**src/rtl/tacky_pkg.sv**
```systemverilog
// Shared definitions for the tacky core: type tags, word sizing, opcodes.
package tacky_pkg;

  localparam logic TAG_FLOAT = 1'b1;
  localparam logic TAG_INT   = 1'b0;

  // Legacy field sizes: a stored word is a tag bit over a value field.
  localparam int unsigned REG_SIZE  = 16;
  localparam int unsigned WORD_SIZE = REG_SIZE + 1;

  typedef enum logic [3:0] {
    OP_NOP  = 4'h0,
    OP_ADD  = 4'h1,
    OP_SUB  = 4'h2,
    OP_MUL  = 4'h3,
    OP_DIV  = 4'h4,
    OP_LD   = 4'h5,
    OP_ST   = 4'h6,
    OP_MOV  = 4'h7,
    OP_PRE  = 4'h8
  } opcode_e;

endpackage

```
**src/rtl/tacky_popcount.sv**
```systemverilog
// Combinational population count of a bit vector.
module tacky_popcount #(
  parameter int unsigned N = 8
) (
  input  logic [N-1:0]           bits_i,
  output logic [$clog2(N+1)-1:0] count_c
);

  localparam int unsigned OW = $clog2(N + 1);

  logic [N-1:0] shift;

  // Accumulate the LSB while shifting, so no variable bit index is needed.
  always_comb begin
    count_c = '0;
    shift   = bits_i;
    for (int unsigned i = 0; i < N; i++) begin
      count_c = count_c + OW'(shift[0]);
      shift   = shift >> 1;
    end
  end

endmodule

```
**src/rtl/tacky_regfile_mp.sv**
```systemverilog
// Multi-lane register file with busy scoreboard, fill return and write bypass.
module tacky_regfile_mp
  import tacky_pkg::*;
#(
  parameter int unsigned WIDTH  = 16,
  parameter int unsigned NREGS  = 8,
  parameter int unsigned LANES  = 2,
  parameter int unsigned PREW   = 8,
  parameter int unsigned BYPASS = 1
) (
  input  logic                                 clk,
  input  logic                                 reset,
  input  logic [LANES*$clog2(NREGS)-1:0]       rd_addr,
  output logic [LANES*(WIDTH+1)-1:0]           rd_data,
  output logic [LANES*(WIDTH+1)-1:0]           acc_data,
  output logic [LANES-1:0]                     rd_busy,
  input  logic [LANES-1:0]                     wr_en,
  input  logic [LANES*$clog2(NREGS)-1:0]       wr_addr,
  input  logic [LANES*(WIDTH+1)-1:0]           wr_data,
  input  logic [LANES-1:0]                     claim_en,
  input  logic [LANES*$clog2(NREGS)-1:0]       claim_addr,
  input  logic                                 fill_en,
  input  logic [$clog2(NREGS)-1:0]             fill_addr,
  input  logic [WIDTH:0]                       fill_data,
  input  logic                                 pre_we,
  input  logic [PREW-1:0]                      pre_in,
  output logic [PREW-1:0]                      pre_out,
  output logic [$clog2(NREGS+1)-1:0]           pending,
  output logic                                 wr_conflict
);

  localparam int unsigned AW = $clog2(NREGS);
  localparam int unsigned DW = WIDTH + 1;
  localparam int unsigned PW = $clog2(NREGS + 1);

  logic [DW-1:0]    regs_q [NREGS];
  logic [DW-1:0]    regs_d [NREGS];
  logic [NREGS-1:0] busy_q, busy_d;
  logic [PREW-1:0]  pre_q, pre_d;
  logic [PW-1:0]    pending_q, pending_d;
  logic             conflict_q, conflict_d;

  // Per-address merge: fill lowest, then lanes in program order, claims last.
  always_comb begin
    busy_d = busy_q;
    for (int unsigned a = 0; a < NREGS; a++) begin
      regs_d[a] = regs_q[a];
      if (fill_en && (fill_addr == AW'(a)) && busy_q[AW'(a)]) begin
        regs_d[a]        = fill_data;
        busy_d[AW'(a)]   = 1'b0;
      end
      for (int unsigned l = 0; l < LANES; l++) begin
        if (wr_en[l] && (wr_addr[l*AW +: AW] == AW'(a))) begin
          regs_d[a]      = wr_data[l*DW +: DW];
          busy_d[AW'(a)] = 1'b0;
        end
      end
      for (int unsigned l = 0; l < LANES; l++) begin
        if (claim_en[l] && (claim_addr[l*AW +: AW] == AW'(a))) begin
          busy_d[AW'(a)] = 1'b1;
        end
      end
    end
  end

  // Flag any pair of lanes writing the same address this cycle.
  always_comb begin
    conflict_d = 1'b0;
    for (int unsigned i = 0; i < LANES; i++) begin
      for (int unsigned j = i + 1; j < LANES; j++) begin
        if (wr_en[i] && wr_en[j] && (wr_addr[i*AW +: AW] == wr_addr[j*AW +: AW])) begin
          conflict_d = 1'b1;
        end
      end
    end
  end

  // pre holds until explicitly reloaded.
  always_comb begin
    pre_d = pre_q;
    if (pre_we) begin
      pre_d = pre_in;
    end
  end

  tacky_popcount #(.N(NREGS)) u_popcount (
    .bits_i  (busy_d),
    .count_c (pending_d)
  );

  // State registers; reset also drops every outstanding claim.
  always_ff @(posedge clk or negedge reset) begin
    if (!reset) begin
      for (int unsigned a = 0; a < NREGS; a++) begin
        regs_q[a] <= '0;
      end
      busy_q     <= '0;
      pre_q      <= '0;
      pending_q  <= '0;
      conflict_q <= 1'b0;
    end else begin
      for (int unsigned a = 0; a < NREGS; a++) begin
        regs_q[a] <= regs_d[a];
      end
      busy_q     <= busy_d;
      pre_q      <= pre_d;
      pending_q  <= pending_d;
      conflict_q <= conflict_d;
    end
  end

  // Read ports: bypass returns the merged next-state word, else the array.
  always_comb begin
    rd_data  = '0;
    acc_data = '0;
    rd_busy  = '0;
    for (int unsigned l = 0; l < LANES; l++) begin
      if (BYPASS != 0) begin
        rd_data[l*DW +: DW]  = regs_d[rd_addr[l*AW +: AW]];
        acc_data[l*DW +: DW] = regs_d[l];
      end else begin
        rd_data[l*DW +: DW]  = regs_q[rd_addr[l*AW +: AW]];
        acc_data[l*DW +: DW] = regs_q[l];
      end
      rd_busy[l] = busy_q[rd_addr[l*AW +: AW]] | busy_q[AW'(l)];
    end
  end

  assign pre_out     = pre_q;
  assign pending     = pending_q;
  assign wr_conflict = conflict_q;

endmodule

```
**config.mk**
```make
export PLATFORM = sky130hd
export DESIGN_NAME = tacky_regfile_mp
export DESIGN_NICKNAME = d
export VERILOG_FILES = /design/src/rtl/tacky_pkg.sv /design/src/rtl/tacky_popcount.sv /design/src/rtl/tacky_regfile_mp.sv
export SDC_FILE = /design/constraint.sdc
export NUM_CORES = 1
export LEC_CHECK = 0
export ABC_AREA = 1
export CORE_MARGIN = 3
export CORE_UTILIZATION = 52
export DETAILED_ROUTE_END_ITERATION = 16
export HOLD_SLACK_MARGIN = 0.12
export PLACE_DENSITY = 0.76
export SLEW_MARGIN = 5
export SYNTH_ARGS = -nofsm -noshare
export SYNTH_HDL_FRONTEND = slang
export SYNTH_SLANG_ARGS = --single-unit
```
**constraint.sdc**
```tcl
create_clock -name clk -period 4 [get_ports clk]
set_input_delay 0.4 -clock clk [delete_from_list [all_inputs] [get_ports clk]]
set_output_delay 0.4 -clock clk [all_outputs]
set_load 0.02 [all_outputs]
```
==> impl_summary.log <==
INFO  metric grt_setup_unrepaired = false
INFO  metric layout.cells.most_common = sky130_fd_sc_hd__nand2_1
INFO  metric sw_frac_of_total = 39.6%
INFO  metric period_needed = 3.80 ns
INFO  metric largest_voltage_drop_on_the_vdd_net = 0.283 mV
INFO  metric critical_path.max_fanout = 17
INFO  metric synth_flop_cell = sky130_fd_sc_hd__dfrtp_1
INFO  metric count_of_different_cell_masters_after_synthesis = 40
INFO  metric synth_largest_type_area_fraction = 29.6%
INFO  metric final-hold-violation-count = 0
INFO  metric drtIter0Drc = 2727
INFO  metric number_of_global_route_vias_before_repair = 14541
INFO  metric p_per_area = 417 nW/µm²
INFO  metric drt-vias-per-instance = 6.02
INFO  metric hold_class = register to register
INFO  metric detailed_place.area = 15100 µm²
INFO  metric min_path_cells = 1
INFO  metric setup.worst_path.start_class = primary input
INFO  metric setup_viol = 0
INFO  metric numClockSinks = 157
INFO  metric switchingPower = 0.00260 W
INFO  metric finalCoreUtilization = 63.7%
INFO  metric crit_path_arrival_time = 3.40 ns
INFO  metric routed_via_count = 15708
INFO  metric fin_skew = 0.00676 ns
INFO  metric post-dp-hpwl = 36.6 mm
INFO  metric synth_seq_area_share = 29.6%
INFO  metric status = finished, final reports clean
INFO  metric finish.instance_area = 15700 µm²
INFO  metric reg2reg_to = pending[2]
INFO  metric ys.warnings.count = 0
INFO  metric hold_path_startpoint = pre_out[0]
INFO  metric root_buffer = sky130_fd_sc_hd__clkbuf_16
INFO  metric firstDrtPassIters = 7
INFO  metric power_frac_seq = 31.7%
INFO  metric gp_routability_congestion = 1.01
INFO  metric port_buffer_count = 170
INFO  metric synth_seq_cells = 157
INFO  metric comb_power_share = 43.0%
INFO  metric path_clk_slew = 0.06 ns
INFO  metric intPower = 0.00396 W
INFO  metric placed_cells = 2577
INFO  metric postSynth.asyncResetShare = 100%
INFO  metric power_frac_clock = 25.3%
INFO  metric synthCells = 2153
INFO  metric die_height = 166 µm
INFO  metric finalMaxSlewViolations = 0
INFO  metric worstSetupEndpointType = output pin
INFO  metric grt_pass1_wl = 82.7 mm
INFO  metric track_usage = 37.9%
INFO  metric layout-area-overhead-vs-synth = 18.5%
INFO  metric number_of_core_rows = 57
INFO  metric worst_path_class_setup = primary input to output pin
INFO  metric die_width = 166 µm
INFO  metric max_slew_margin = 32.5%
INFO  metric average_instance_area_after_synthesis = 6.16 µm²
INFO  metric starting_density = 53.8%
INFO  metric nets = 2368
INFO  metric crit_required = 3.60 ns
INFO  metric die_area = 27500 µm²
INFO  metric clock_buffers_created_by_tritoncts = 17
INFO  metric proportion_of_layout_cells_with_a_drive_suffix_above_1 = 9.59%
INFO  metric gr-total-overflow = 0
INFO  metric timing.final.crit_share = 95.1%
INFO  metric cts.path.max_buffers = 2
INFO  metric leakage = 8.41 nW
INFO  metric route.detailed.drc = 0
INFO  metric cts.repair.resized = 0
INFO  metric mappedNetlistArea = 13300 µm²
INFO  metric layout.cells.most_common_list = sky130_fd_sc_hd__nand2_1, sky130_fd_sc_hd__nand3_1, sky130_fd_sc_hd__inv_1, sky130_fd_sc_hd__nor2_1, sky130_fd_sc_hd__clkdlybuf4s50_1
INFO  metric totalWireLength = 53.8 mm
INFO  metric worst-slew-pin-transition = 1.01 ns
INFO  metric reg2reg_slack = 0.64 ns
INFO  metric fmax = 263 MHz
INFO  metric dpl_worst_slack = -0.0734 ns
INFO  metric cts_tree = built
INFO  metric cts.htree.levels = 4
INFO  metric synth_enable_flop_cells = 0
INFO  metric route.detailed.wl_per_inst = 20.6 µm
INFO  metric boundaryPins = 171
INFO  metric synthDominantAreaCellType = sky130_fd_sc_hd__dfrtp_1
INFO  metric floorplan_core_area = 24700 µm²
INFO  metric antenna_found_initial = 0
INFO  metric worst-r2r-cell-count = 12
INFO  metric insertedDiodeCount = 0
INFO  metric grt_start_max_net_pins = 81
INFO  metric setup.worst_path.start = fill_addr[0]
INFO  metric ant_nets = 0
INFO  metric post_cts_buffers = 0
INFO  metric clk-insertion-delay-late = 0.44 ns
INFO  metric critical_path.reg2reg.startpoint = busy_q[1]
INFO  metric cap_viol_max_count = 0
INFO  metric hold_end = pre_out[0]
INFO  metric synth_top_cells_by_area = sky130_fd_sc_hd__dfrtp_1, sky130_fd_sc_hd__nand3_1, sky130_fd_sc_hd__nand2_1
INFO  metric net_count_of_the_mapped_netlist = 2248
INFO  metric postLayoutSetupSlackWorst = 0.195 ns
INFO  metric finalNonFillerCells = 2608
-- logic make-up (layout without fill, tap and decap cells) --
family                   after synthesis  after routing  share of synthesized area (%)
AO/OA/AOI/OAI                        136            136                           5.66
XOR/XNOR                               1              1                         0.0660
adder cells (fa/ha/maj)                7              7                          0.887
flip-flops                           157            157                           29.6
multiplexers                           8              8                          0.679
buffers and inverters                404            535                           13.6
AND/OR/NAND/NOR                     1440           1440                           49.5
-- registers in the layout, indices dropped and copies added, names as in the netlist --
name	count
busy_q	8
wr_conflict	1
pending	4
pre_out	8
regs_q	136
-- critical path, stage by stage --
cell	delay, ns
sky130_fd_sc_hd__clkdlybuf4s50_1	0.56
sky130_fd_sc_hd__buf_4	0.16
sky130_fd_sc_hd__nand2_2	0.09
sky130_fd_sc_hd__nor2_1	0.28
sky130_fd_sc_hd__nand2_2	0.35
sky130_fd_sc_hd__nand2_1	0.18
sky130_fd_sc_hd__nand3_1	0.15
sky130_fd_sc_hd__nand3_1	0.14
sky130_fd_sc_hd__nand3_1	0.08
sky130_fd_sc_hd__nand2_1	0.15
sky130_fd_sc_hd__nand2_1	0.09
sky130_fd_sc_hd__nand2_1	0.12
sky130_fd_sc_hd__clkdlybuf4s50_1	0.61
-- Yosys cell counts (3+ instances only) --
cell,n
sky130_fd_sc_hd__buf_4,47
sky130_fd_sc_hd__dfrtp_1,157
sky130_fd_sc_hd__o21ai_0,8
sky130_fd_sc_hd__nor3_1,4
sky130_fd_sc_hd__nand2_4,5
sky130_fd_sc_hd__clkbuf_1,33
sky130_fd_sc_hd__inv_1,232
sky130_fd_sc_hd__fa_1,4
sky130_fd_sc_hd__a21oi_2,10
sky130_fd_sc_hd__ha_1,3
sky130_fd_sc_hd__nor2_2,3
sky130_fd_sc_hd__nor2_4,21
sky130_fd_sc_hd__buf_6,8
sky130_fd_sc_hd__buf_2,43
sky130_fd_sc_hd__clkinv_1,4
sky130_fd_sc_hd__o21ai_1,17
sky130_fd_sc_hd__a21oi_1,92
sky130_fd_sc_hd__nand3_1,542
sky130_fd_sc_hd__nand2_2,14
sky130_fd_sc_hd__nand2_1,631
sky130_fd_sc_hd__nand4_1,13
sky130_fd_sc_hd__buf_1,14
sky130_fd_sc_hd__nor2_1,177
sky130_fd_sc_hd__nand3_2,23
sky130_fd_sc_hd__mux2_2,8
sky130_fd_sc_hd__inv_2,22
-- worst max-delay path by stage --
stage          cells after the start  slack [ns]          end
2_1_floorplan                     14        0.39   pending[2]
3_3_place_gp                      16        0.01   pending[2]
3_5_place_dp                      15       -0.07   pending[2]
4_1_cts                           13        0.29  rd_data[28]
5_1_grt                           14        0.01  rd_data[23]
6_report                          13        0.20  rd_data[28]
-- timing repair --
item                                   in CTS  in global routing
setup endpoints to repair                   0                  0
hold buffers                                1                  0
endpoints found under the hold margin      77                  0
-- power groups by stage --
stage               Sequential [W]  Combinational (W)  Clock [W]
floorplan                  0.00211            0.00183          0
global placement           0.00209            0.00269          0
detailed placement         0.00210            0.00274          0
CTS                        0.00207            0.00276    0.00166
global route               0.00211            0.00309    0.00173
finish                     0.00208            0.00282    0.00166
-- routing by layer --
layer	wire (µm)	vias up	GRT usage, %
li1	-	7109	-
met1	20600	6998	52.2
met2	21900	1335	54.8
met3	8810	266	13.4
met4	2530	0	14.5
met5	0	-	0
-- layout make-up --
| type | count | area, µm² |
|---|---|---|
| Clock buffer | 20 | 457 |
| Clock inverter | 10 | 118 |
| Fill cell | 2332 | 8960 |
| Inverter | 259 | 975 |
| Multi-Input combinational cell | 1592 | 7530 |
| Sequential cell | 157 | 3930 |
| Tap cell | 324 | 405 |
| Timing Repair Buffer | 246 | 2300 |
-- through the flow --
| stage | setup TNS [ns] | hold WS [ns] | power (W) |
|---|---|---|---|
| after floorplan | 0 | 0.104 | 0.00394 |
| after global placement | 0 | 0.488 | 0.00478 |
| after detailed placement | -0.0734 | 0.495 | 0.00484 |
| after CTS | 0 | 0.515 | 0.00649 |
| after global routing | 0 | 0.533 | 0.00694 |
| final | 0 | 0.511 | 0.00656 |
Note: power is estimated with default switching activity, not from simulation.
